File: src/rtl/alu_multicycle.sv
// Multi-cycle ALU: single-cycle logic/arithmetic ops, WIDTH-step iterative
// MUL (shift-add) and DIV (restoring), valid/ready handshake on both sides.
// Optional signed-overflow flag is built only when ALU_MULTICYCLE_OVERFLOW_EN
// is defined; otherwise v is tied low.
module alu_multicycle #(
    parameter int WIDTH = 32
) (
    input  logic             clk,
    input  logic             rst_n,
    input  logic             in_valid,
    output logic             in_ready,
    input  logic [WIDTH-1:0] a,
    input  logic [WIDTH-1:0] b,
    input  logic [2:0]       sel,
    output logic             out_valid,
    input  logic             out_ready,
    output logic [WIDTH-1:0] out,
    output logic             c,
    output logic             z,
    output logic             n,
    output logic             dz,
    output logic             v
);

    // state | meaning
    // IDLE  | no result held, ready for a new operation
    // BUSY  | MUL/DIV iterating, one step per cycle
    // DONE  | result and flags presented on out_valid
    typedef enum logic [1:0] {IDLE, BUSY, DONE} state_t;

    localparam logic [2:0] OP_NOT = 3'b000, OP_OR  = 3'b001, OP_AND = 3'b010,
                           OP_NEG = 3'b011, OP_ADD = 3'b100, OP_SUB = 3'b101,
                           OP_MUL = 3'b110, OP_DIV = 3'b111;
    localparam int CW = $clog2(WIDTH);

    state_t             state, state_nxt;
    logic               accept, iter_start, last_step;
    logic [2*WIDTH-1:0] acc, acc_nxt, mul_nxt, div_nxt;
    logic [WIDTH-1:0]   opnd, mul_add;
    logic [WIDTH:0]     mul_sum, div_shift, div_diff;
    logic [CW-1:0]      cnt;
    logic               is_mul;
    logic [WIDTH-1:0]   q_out;
    logic               q_c, q_dz;

    // DIV by zero short-circuits to a single-cycle result
    assign iter_start = (sel == OP_MUL) || ((sel == OP_DIV) && (b != '0));
    assign last_step  = (state == BUSY) && (cnt == '0);
    assign out_valid  = (state == DONE);

    // Handshake and next-state selection
    always_comb begin
        state_nxt = state;
        in_ready  = 1'b0;
        case (state)
            IDLE:    in_ready = rst_n;
            DONE:    in_ready = rst_n & out_ready;
            default: in_ready = 1'b0;
        endcase
        accept = in_valid & in_ready;
        case (state)
            IDLE: begin
                if (accept) state_nxt = iter_start ? BUSY : DONE;
            end
            BUSY: begin
                if (cnt == '0) state_nxt = DONE;
            end
            DONE: begin
                if (accept)         state_nxt = iter_start ? BUSY : DONE;
                else if (out_ready) state_nxt = IDLE;
            end
            default: state_nxt = IDLE;
        endcase
    end

    // Single-cycle result from the live operands at acceptance
    always_comb begin
        q_out = '0;
        q_c   = 1'b0;
        q_dz  = 1'b0;
        case (sel)
            OP_NOT: q_out = ~a;
            OP_OR:  q_out = a | b;
            OP_AND: q_out = a & b;
            OP_NEG: q_out = '0 - a;
            OP_ADD: {q_c, q_out} = {1'b0, a} + {1'b0, b};
            OP_SUB: {q_c, q_out} = {1'b0, a} - {1'b0, b};
            OP_DIV: q_dz = 1'b1;
            default: q_out = '0;
        endcase
    end

    // One iteration step: acc holds {high, low} product or {remainder, quotient}
    always_comb begin
        mul_add   = acc[0] ? opnd : {WIDTH{1'b0}};
        mul_sum   = {1'b0, acc[2*WIDTH-1:WIDTH]} + {1'b0, mul_add};
        mul_nxt   = {mul_sum, acc[WIDTH-1:1]};
        div_shift = {acc[2*WIDTH-1:WIDTH], acc[WIDTH-1]};
        div_diff  = div_shift - {1'b0, opnd};
        div_nxt   = div_diff[WIDTH] ? {div_shift[WIDTH-1:0], acc[WIDTH-2:0], 1'b0}
                                    : {div_diff[WIDTH-1:0],  acc[WIDTH-2:0], 1'b1};
        acc_nxt   = is_mul ? mul_nxt : div_nxt;
    end

    // State register
    always_ff @(posedge clk or negedge rst_n) begin
        if (!rst_n) state <= IDLE;
        else        state <= state_nxt;
    end

    // Operand capture, iteration and result/flag registers
    always_ff @(posedge clk or negedge rst_n) begin
        if (!rst_n) begin
            acc    <= '0;
            opnd   <= '0;
            cnt    <= '0;
            is_mul <= 1'b0;
            out    <= '0;
            c      <= 1'b0;
            z      <= 1'b0;
            n      <= 1'b0;
            dz     <= 1'b0;
        end else if (accept) begin
            if (iter_start) begin
                is_mul <= (sel == OP_MUL);
                acc    <= {{WIDTH{1'b0}}, (sel == OP_MUL) ? b : a};
                opnd   <= (sel == OP_MUL) ? a : b;
                cnt    <= CW'(WIDTH - 1);
            end else begin
                out <= q_out;
                c   <= q_c;
                z   <= (q_out == '0);
                n   <= q_out[WIDTH-1];
                dz  <= q_dz;
            end
        end else if (state == BUSY) begin
            acc <= acc_nxt;
            cnt <= cnt - CW'(1);
            if (cnt == '0) begin
                out <= acc_nxt[WIDTH-1:0];
                c   <= is_mul && (acc_nxt[2*WIDTH-1:WIDTH] != '0);
                z   <= (acc_nxt[WIDTH-1:0] == '0);
                n   <= acc_nxt[WIDTH-1];
                dz  <= 1'b0;
            end
        end
    end

`ifdef ALU_MULTICYCLE_OVERFLOW_EN
    logic q_v;

    // Two's-complement overflow for ADD/SUB only
    always_comb begin
        q_v = 1'b0;
        if (sel == OP_ADD)
            q_v = (a[WIDTH-1] == b[WIDTH-1]) && (q_out[WIDTH-1] != a[WIDTH-1]);
        else if (sel == OP_SUB)
            q_v = (a[WIDTH-1] != b[WIDTH-1]) && (q_out[WIDTH-1] != a[WIDTH-1]);
    end

    // Overflow flag register, cleared for iterative results
    always_ff @(posedge clk or negedge rst_n) begin
        if (!rst_n)                       v <= 1'b0;
        else if (accept && !iter_start)   v <= q_v;
        else if (last_step)               v <= 1'b0;
    end
`else
    assign v = 1'b0;
`endif

endmodule

File: config.mk
export PLATFORM = sky130hd
export DESIGN_NAME = alu_multicycle
export DESIGN_NICKNAME = d
export VERILOG_FILES = /design/src/rtl/alu_multicycle.sv
export SDC_FILE = /design/constraint.sdc
export NUM_CORES = 1
export LEC_CHECK = 0
export BUFFER_PORTS_ARGS = -buffer_cell sky130_fd_sc_hd__buf_2
export CORE_MARGIN = 3
export CORE_UTILIZATION = 40
export DETAILED_ROUTE_END_ITERATION = 10
export SLEW_MARGIN = 5
export SYNTH_ARGS = -nofsm -noshare
export SYNTH_HDL_FRONTEND = slang
export SYNTH_SLANG_ARGS = --single-unit
File: constraint.sdc
create_clock -name clk -period 4.3 [get_ports clk]
set_input_delay 0 -clock clk [delete_from_list [all_inputs] [get_ports clk]]
set_output_delay 0 -clock clk [all_outputs]
set_load 0.03 [all_outputs]
Yosys cells after proc, flatten, opt, wreduce, memory -nomap -nowiden. Index checks and enable logic that the tools add are counted.

Output and inout bits: 39. Flip-flop bits (word level): 140. Logic and storage cells: 92. Input bits: 71.

Equal/unequal tests: 14. Add/sub/neg operators: 6. Reductions and logical operators: 16. Muxes and demuxes: 41. Bitwise gates (word level): 5.

Operators with widths (count): $mux 64 (5); $mux 32 (7); $pmux 32 s6 (1); $add 32x32->33 (2); $logic_not 32->1 (2); $reduce_bool 32->1 (2); $sub 32x32->33 (1); $sub 33x32->33 (1); $and 32x32->32 (1); $not 32->32 (1); $or 32x32->32 (1); $sub 1x32->32 const A (1); $mux 1 (17); $mux 5 (3); $eq 3x3->1 const B (4); $mux 2 (5); $eq 3x2->1 const B (2); $ne 2x2->1 const B (3); $pmux 2 s3 (1); $reduce_and 3->1 (2); $logic_not 5->1 (1); $sub 5x1->5 const B (1); $pmux 1 s2 (2); $reduce_and 2->1 (2); other kinds (11) (14).

Logic depth before layout (Yosys ltp).
Word-level depth: 8. Depth in mapped cells: 17. Depth with buffers taken out: 16.

Worst setup path before layout. No wires, ideal clock.

Path kind: reg-to-reg. Start: register acc[31]. End: register c. Cell stages (with the launch flop): 17. Clock period less this slack: 3.704 ns. Setup slack: 0.596 ns. Library setup time: 0.119 ns. Path buffers: 1. Required time: 4.181 ns. Arrival: 3.586 ns. Path through: dfrtp_1 -> inv_1 -> ha_1 -> fa_1 -> nand2b_1 -> a21oi_1 -> o2111ai_1 -> a211oi_2 -> nor3_2 -> xnor2_2 -> buf_2 -> mux2i_1 -> a21oi_1 -> nor4b_1 -> and4_1 -> nand4_1 -> o21a_1.

Cells in the longest elaborated chain, start to end: 8.

RTL lines: start, declared (line 38) `logic [2*WIDTH-1:0] acc, acc_nxt, mul_nxt, div_nxt;`; start signal, assigned (line 126) `acc <= {{WIDTH{1'b0}}, (sel == OP_MUL) ? b : a};`; start signal, assigned (line 137) `acc <= acc_nxt;`; $sub 33x32->33 (line 99) `div_diff = div_shift - {1'b0, opnd};`; $mux 64 (*) (line 100) `div_nxt = div_diff[WIDTH] ? {div_shift[WIDTH-1:0], acc[WIDTH-2:0], 1'b0}`; $mux 64 (*) (line 102) `acc_nxt = is_mul ? mul_nxt : div_nxt;`; $reduce_bool 32->1 (*) (line 141) `c <= is_mul && (acc_nxt[2*WIDTH-1:WIDTH] != '0);`; $logic_and 1x1->1 (*) (line 141); $mux 1 (*) (line 139) `if (cnt == '0) begin`; $mux 1 (*) (line 136) `end else if (state == BUSY) begin`; $mux 1 (*) (line 123) `end else if (accept) begin`; end signal, assigned (line 131) `c <= q_c;`; end signal, assigned (line 141); end, declared (line 18) `output logic c,`.

Every way passes the cells marked *; elsewhere a longest branch is shown, timed or not. The select of a mux whose other input is x is not followed. A chain may end at the register's enable or synchronous reset.

Worst setup path in the final report.
Start: input b[15]. End: register out[28].

Cells in the longest elaborated chain, start to end: 5. Elaborated cells on any way between the ends: 10. Classes of those cells: 2 x add/sub; 1 x eq/ne; 3 x mux; 4 x reduce/logical.

RTL lines: start, declared (line 13) `input logic [WIDTH-1:0] b,`; branches (longest 5 deep; another with $sub 32x32->33); end signal, assigned (line 130) `out <= q_out;`; end signal, assigned (line 140) `out <= acc_nxt[WIDTH-1:0];`; end, declared (line 17) `output logic [WIDTH-1:0] out,`.

Several ways; the timed one is not identified. The select of a mux whose other input is x is not followed.

==> results <==
- During placement, the flow inserted port buffers numbering 108.
- The count of unresolved DRC violations after routing is 0.
- Across all register-to-register paths, the minimum setup slack is 280 ps.
- The capture endpoint of the worst hold path is opnd[1].
- The clock root buffer is sky130_fd_sc_hd__clkbuf_16.
- TritonCTS built the clock tree.
- Of the available clock period, the critical path in the final layout requires 101%.
- Across every metal layer, demand over resource in global routing totals between 30% and 40%.
- In the routed layout, each cell is associated on average with a via count of 6.11.
- The largest fanout on the critical path is 3.
- Timing would allow up to 230 MHz.
- The cell with the biggest individual delay on the critical path is sky130_fd_sc_hd__a2111oi_0.
- Pin placement for this block handled 110 I/O pins.
- Entering global routing, the biggest net connects 73 pins.
- The number of enable flip-flop cells after synthesis is 0.
- Of the synthesized area, sequential elements account for 20.2%.
- The overall die height is 213 um.
- Cells with a size suffix above 1 make up 11.9% of the layout.
- The most frequent cell on the critical path is sky130_fd_sc_hd__a211oi_1.
- The source-to-sink clock delay at the later pin of the worst-skew pair is 440 ps.
- In the synthesized netlist the async set-or-reset flop fraction comes to 100%.
- For this configuration, the core starts out at a cell density of 40.7%.
- The clock slew at the register clock pins of the worst setup and hold paths is 60 ps.
- The final-report hold violation count is 0.
- For this block, the routed nets add up to ~69 mm of wire.
- The arrival time of data at the critical path endpoint is 4670 ps.
- The finished layout holds 3,080 standard cells, fillers aside.
- The number of antenna violations at the first check in global routing is 0.
- The die covers 0.0455 mm2.
- The worst relative slew slack is 21.6%.
- The commonest register cell after synthesis is sky130_fd_sc_hd__dfrtp_1.
- Synthesis produced a netlist whose cell count is 2,372.
- The clock sink total is 139.
- The min-delay analysis places its worst path in the category in -> reg.
- The first detailed-routing pass took 7 iterations.
- The max-slew violation count came to 0.
- The worst setup path is of the in -> reg kind.
- The power after layout is 0.0126 W.
- The signal on the critical path passes through dlygate4sd3_1 -> buf_2 -> inv_1 -> ha_1 -> or4_1 -> or3_1 -> a2111oi_0 -> o21ai_0 -> nand4_1 -> and2_1 -> nand3b_1 -> and3_1 -> nor2b_1 -> a211oi_1 -> buf_4 -> a211oi_1 -> a21o_1.
- The longest clock path from root to sink contains 2 buffers.
- The floorplan step set the die width to between 200 and 250 um.
- Synthesis inferred roughly 140 register bits.
- The final worst-path setup slack is -39.6 ps.
- OpenSTA, run right after detailed placement, puts the worst setup slack at 64.6 ps.
- Summed over all failing endpoints, the final setup total negative slack is -39.6 ps.
- Row generation in the floorplan step produced 75 rows.
- The layout filler cell count is 4,257.
- The average cell area after synthesis is 7.24 um2.
- The checks that failed: setup timing.
- The number of H-tree levels is 4.
- Registers take 0.00348 mm2.
- The total area inside the core boundary comes to 0.0422 mm2.
- Dividing total power by cell area gives a power density of 630 mW/mm2.
- The leakage power summed over all cells is 9.21 nW.
- The layout overhead on the synthesized area is 16.8%.
- The HPWL after detailed placement is roughly 54 mm.
- The startpoint of the most critical hold path is a[1].
- The summed instance area of the synthesized netlist is 0.0172 mm2.
- Data on the critical path is required at its endpoint by 4630 ps.
- The final setup violation count is 1.
- The instance count along the most critical hold path is 4.
- The multi-input combinational cells in the finished layout cover a total of about 0.013 mm2.
- The worst setup skew after layout is 9.02 ps.
- For this run, the post-layout net count is about 2,800.
- The count of nets left with antenna violations after detail routing is 0.
- The startpoint identified for the worst register-to-register timing path is acc[37].
- Yosys printed 0 warnings.
- The number of nets in the synthesized netlist is between 2,000 and 3,000.
- Counting I/O delays and the setup requirement, the final critical path takes 4340 ps.
- The largest stage delay on the critical path is 920 ps.
- The worst vdd rail ir drop is between 0.3 and 0.4 mV.
- The average detailed-routed wire length per instance is 22.5 um.
- Max-cap violations in this run came to 0.
- For this block, the initial DRC count from the detailed router was ~2,000.
- The flow ran to the end, but the final reports show violations.
- The number of cells in the design after placement is 2,982.
- The worst setup path is captured at a flip-flop.
- The placer's final routability congestion estimate is between 1 and 1.5.
- For the worst flop-to-flop path, the logic depth is 14.
- The count of vias placed by the detailed router is about 19,000.
- For the pin with the worst max-slew slack, the measured transition is 1150 ps.
- The first global-routing pass estimated 106 mm of wire.
- The total congestion overflow is 0.
- The number of global-route vias before repair came to ~18,000.
- The worst register-to-register path ends at c.
- The worst-case hold slack is 29.6 ps.
- STA classifies the critical path startpoint as a primary input.
- The number of clock buffers added by TritonCTS is 17.
- The count of cell types in the netlist is 91.
final cells by class:
type / instances / area share (%)
flip-flops and latches: 139 / 17.4
well taps: 539 / 3.36
inverters: 159 / 2.97
clock buffers: 23 / 2.48
clock inverters: 9 / 0.917
multi-input cells: 1937 / 63.2
diodes: 1 / 0.0125
repair buffers: 273 / 9.74
state kept, by name (all words and copies together) (netlist names):
name,count
out,32
c,1
is_mul,1
state,2
acc,64
cnt,5
dz,1
opnd,32
z,1
through the flow:
stage | instance area, um2 | util (%)
finish | 20100 | 47.5
global route | 20100 | 47.5
CTS | 20000 | 47.3
detailed placement | 18700 | 44.2
global placement | 18700 | 44.2
floorplan | 17200 | -
power by group:
part,internal [W],total (W),switching (W)
clock,0.00111,0.00170,0.000595
combinational,0.00330,0.00837,0.00508
sequential,0.00186,0.00256,0.000698
critical path, delay by kind of cell:
family	cells	cell delay, ps
compound gates	5	1650
fa+ha+maj	1	260
buf+inv	4	990
simple gates	7	1750
kinds of logic after synthesis:
family / count (synthesis) / synth area share [%]
AOI/OAI and AO/OA: 798 / 29.1
xor gates and xnor gates: 106 / 5.45
adders and majority gates: 173 / 12.8
buffers and inverters: 296 / 6.55
DFF: 139 / 20.2
muxes: 61 / 4.01
other: 1 / 0.0218
and+or+nand+nor: 798 / 21.8
synthesized netlist by cell type, drive strengths merged, types with 6 or more instances:
library cell / number / area share, %
and3: 14 / 0.51
nand3: 41 / 1.2
o211ai: 32 / 1.4
nor2: 218 / 4.8
nor3b: 6 / 0.33
a211oi: 43 / 1.9
or4: 10 / 0.46
a211o: 7 / 0.36
nor4: 25 / 1.0
a2111oi: 9 / 0.46
o31ai: 19 / 0.91
or3: 14 / 0.51
a21o: 51 / 2.2
inv: 157 / 3.4
a22o: 14 / 0.71
nand4: 26 / 0.95
o21ai: 211 / 6.1
a21oi: 215 / 6.3
nor3: 38 / 1.2
a21boi: 11 / 0.48
buf: 18 / 0.47
nor2b: 21 / 0.76
xor2: 32 / 1.6
a31oi: 58 / 2.1
dfrtp: 139 / 20
clkbuf: 119 / 2.6
o221ai: 9 / 0.46
o21bai: 14 / 0.61
o22ai: 25 / 0.91
ha: 169 / 12
and2: 48 / 1.7
or2: 7 / 0.25
mux2: 13 / 0.85
xnor2: 74 / 3.8
a221oi: 8 / 0.44
nand2: 285 / 6.2
mux2i: 43 / 2.5
nor4b: 6 / 0.31
o21a: 11 / 0.48
nand2b: 28 / 1.0
layout by cell type, fill, tap and decap left out, types with 51 or more instances in the layout:
cell	Yosys	layout
sky130_fd_sc_hd__a21o_1	51	51
sky130_fd_sc_hd__o21ai_0	207	206
sky130_fd_sc_hd__nor2_1	218	215
sky130_fd_sc_hd__xnor2_1	73	73
sky130_fd_sc_hd__buf_4	2	102
sky130_fd_sc_hd__inv_1	156	156
sky130_fd_sc_hd__nand2_1	284	282
sky130_fd_sc_hd__buf_2	4	107
sky130_fd_sc_hd__ha_1	169	169
sky130_fd_sc_hd__dfrtp_1	139	138
sky130_fd_sc_hd__dlygate4sd3_1	0	61
sky130_fd_sc_hd__a21oi_1	215	213
sky130_fd_sc_hd__a31oi_1	58	58
timing repair:
action / in CTS / in global routing
buffers inserted: 0 / 4
hold buffers: 61 / 0
hold endpoints to repair: 47 / 0
gates resized for setup: 0 / 12
setup endpoints to repair: 0 / 4
worst max path at each step:
stage | cells past startpoint | startpoint | end | slack, ps
2_1_floorplan | 16 | acc[31] | c | 600
3_3_place_gp | 15 | b[14] | c | 180
3_5_place_dp | 15 | b[14] | c | 60
4_1_cts | 16 | b[15] | c | 70
5_1_grt | 17 | b[15] | c | -50
6_report | 17 | b[15] | out[28] | -40
layer usage:
metal | track usage [%] | wire length [um] | up-vias
li1 | - | - | 8809
met1 | 40.1 | 29300 | 8946
met5 | 0 | 0 | -
met3 | 3.67 | 4810 | 196
met4 | 14.8 | 3890 | 0
met2 | 48.3 | 31400 | 855
Power figures use the tool's default switching activity.
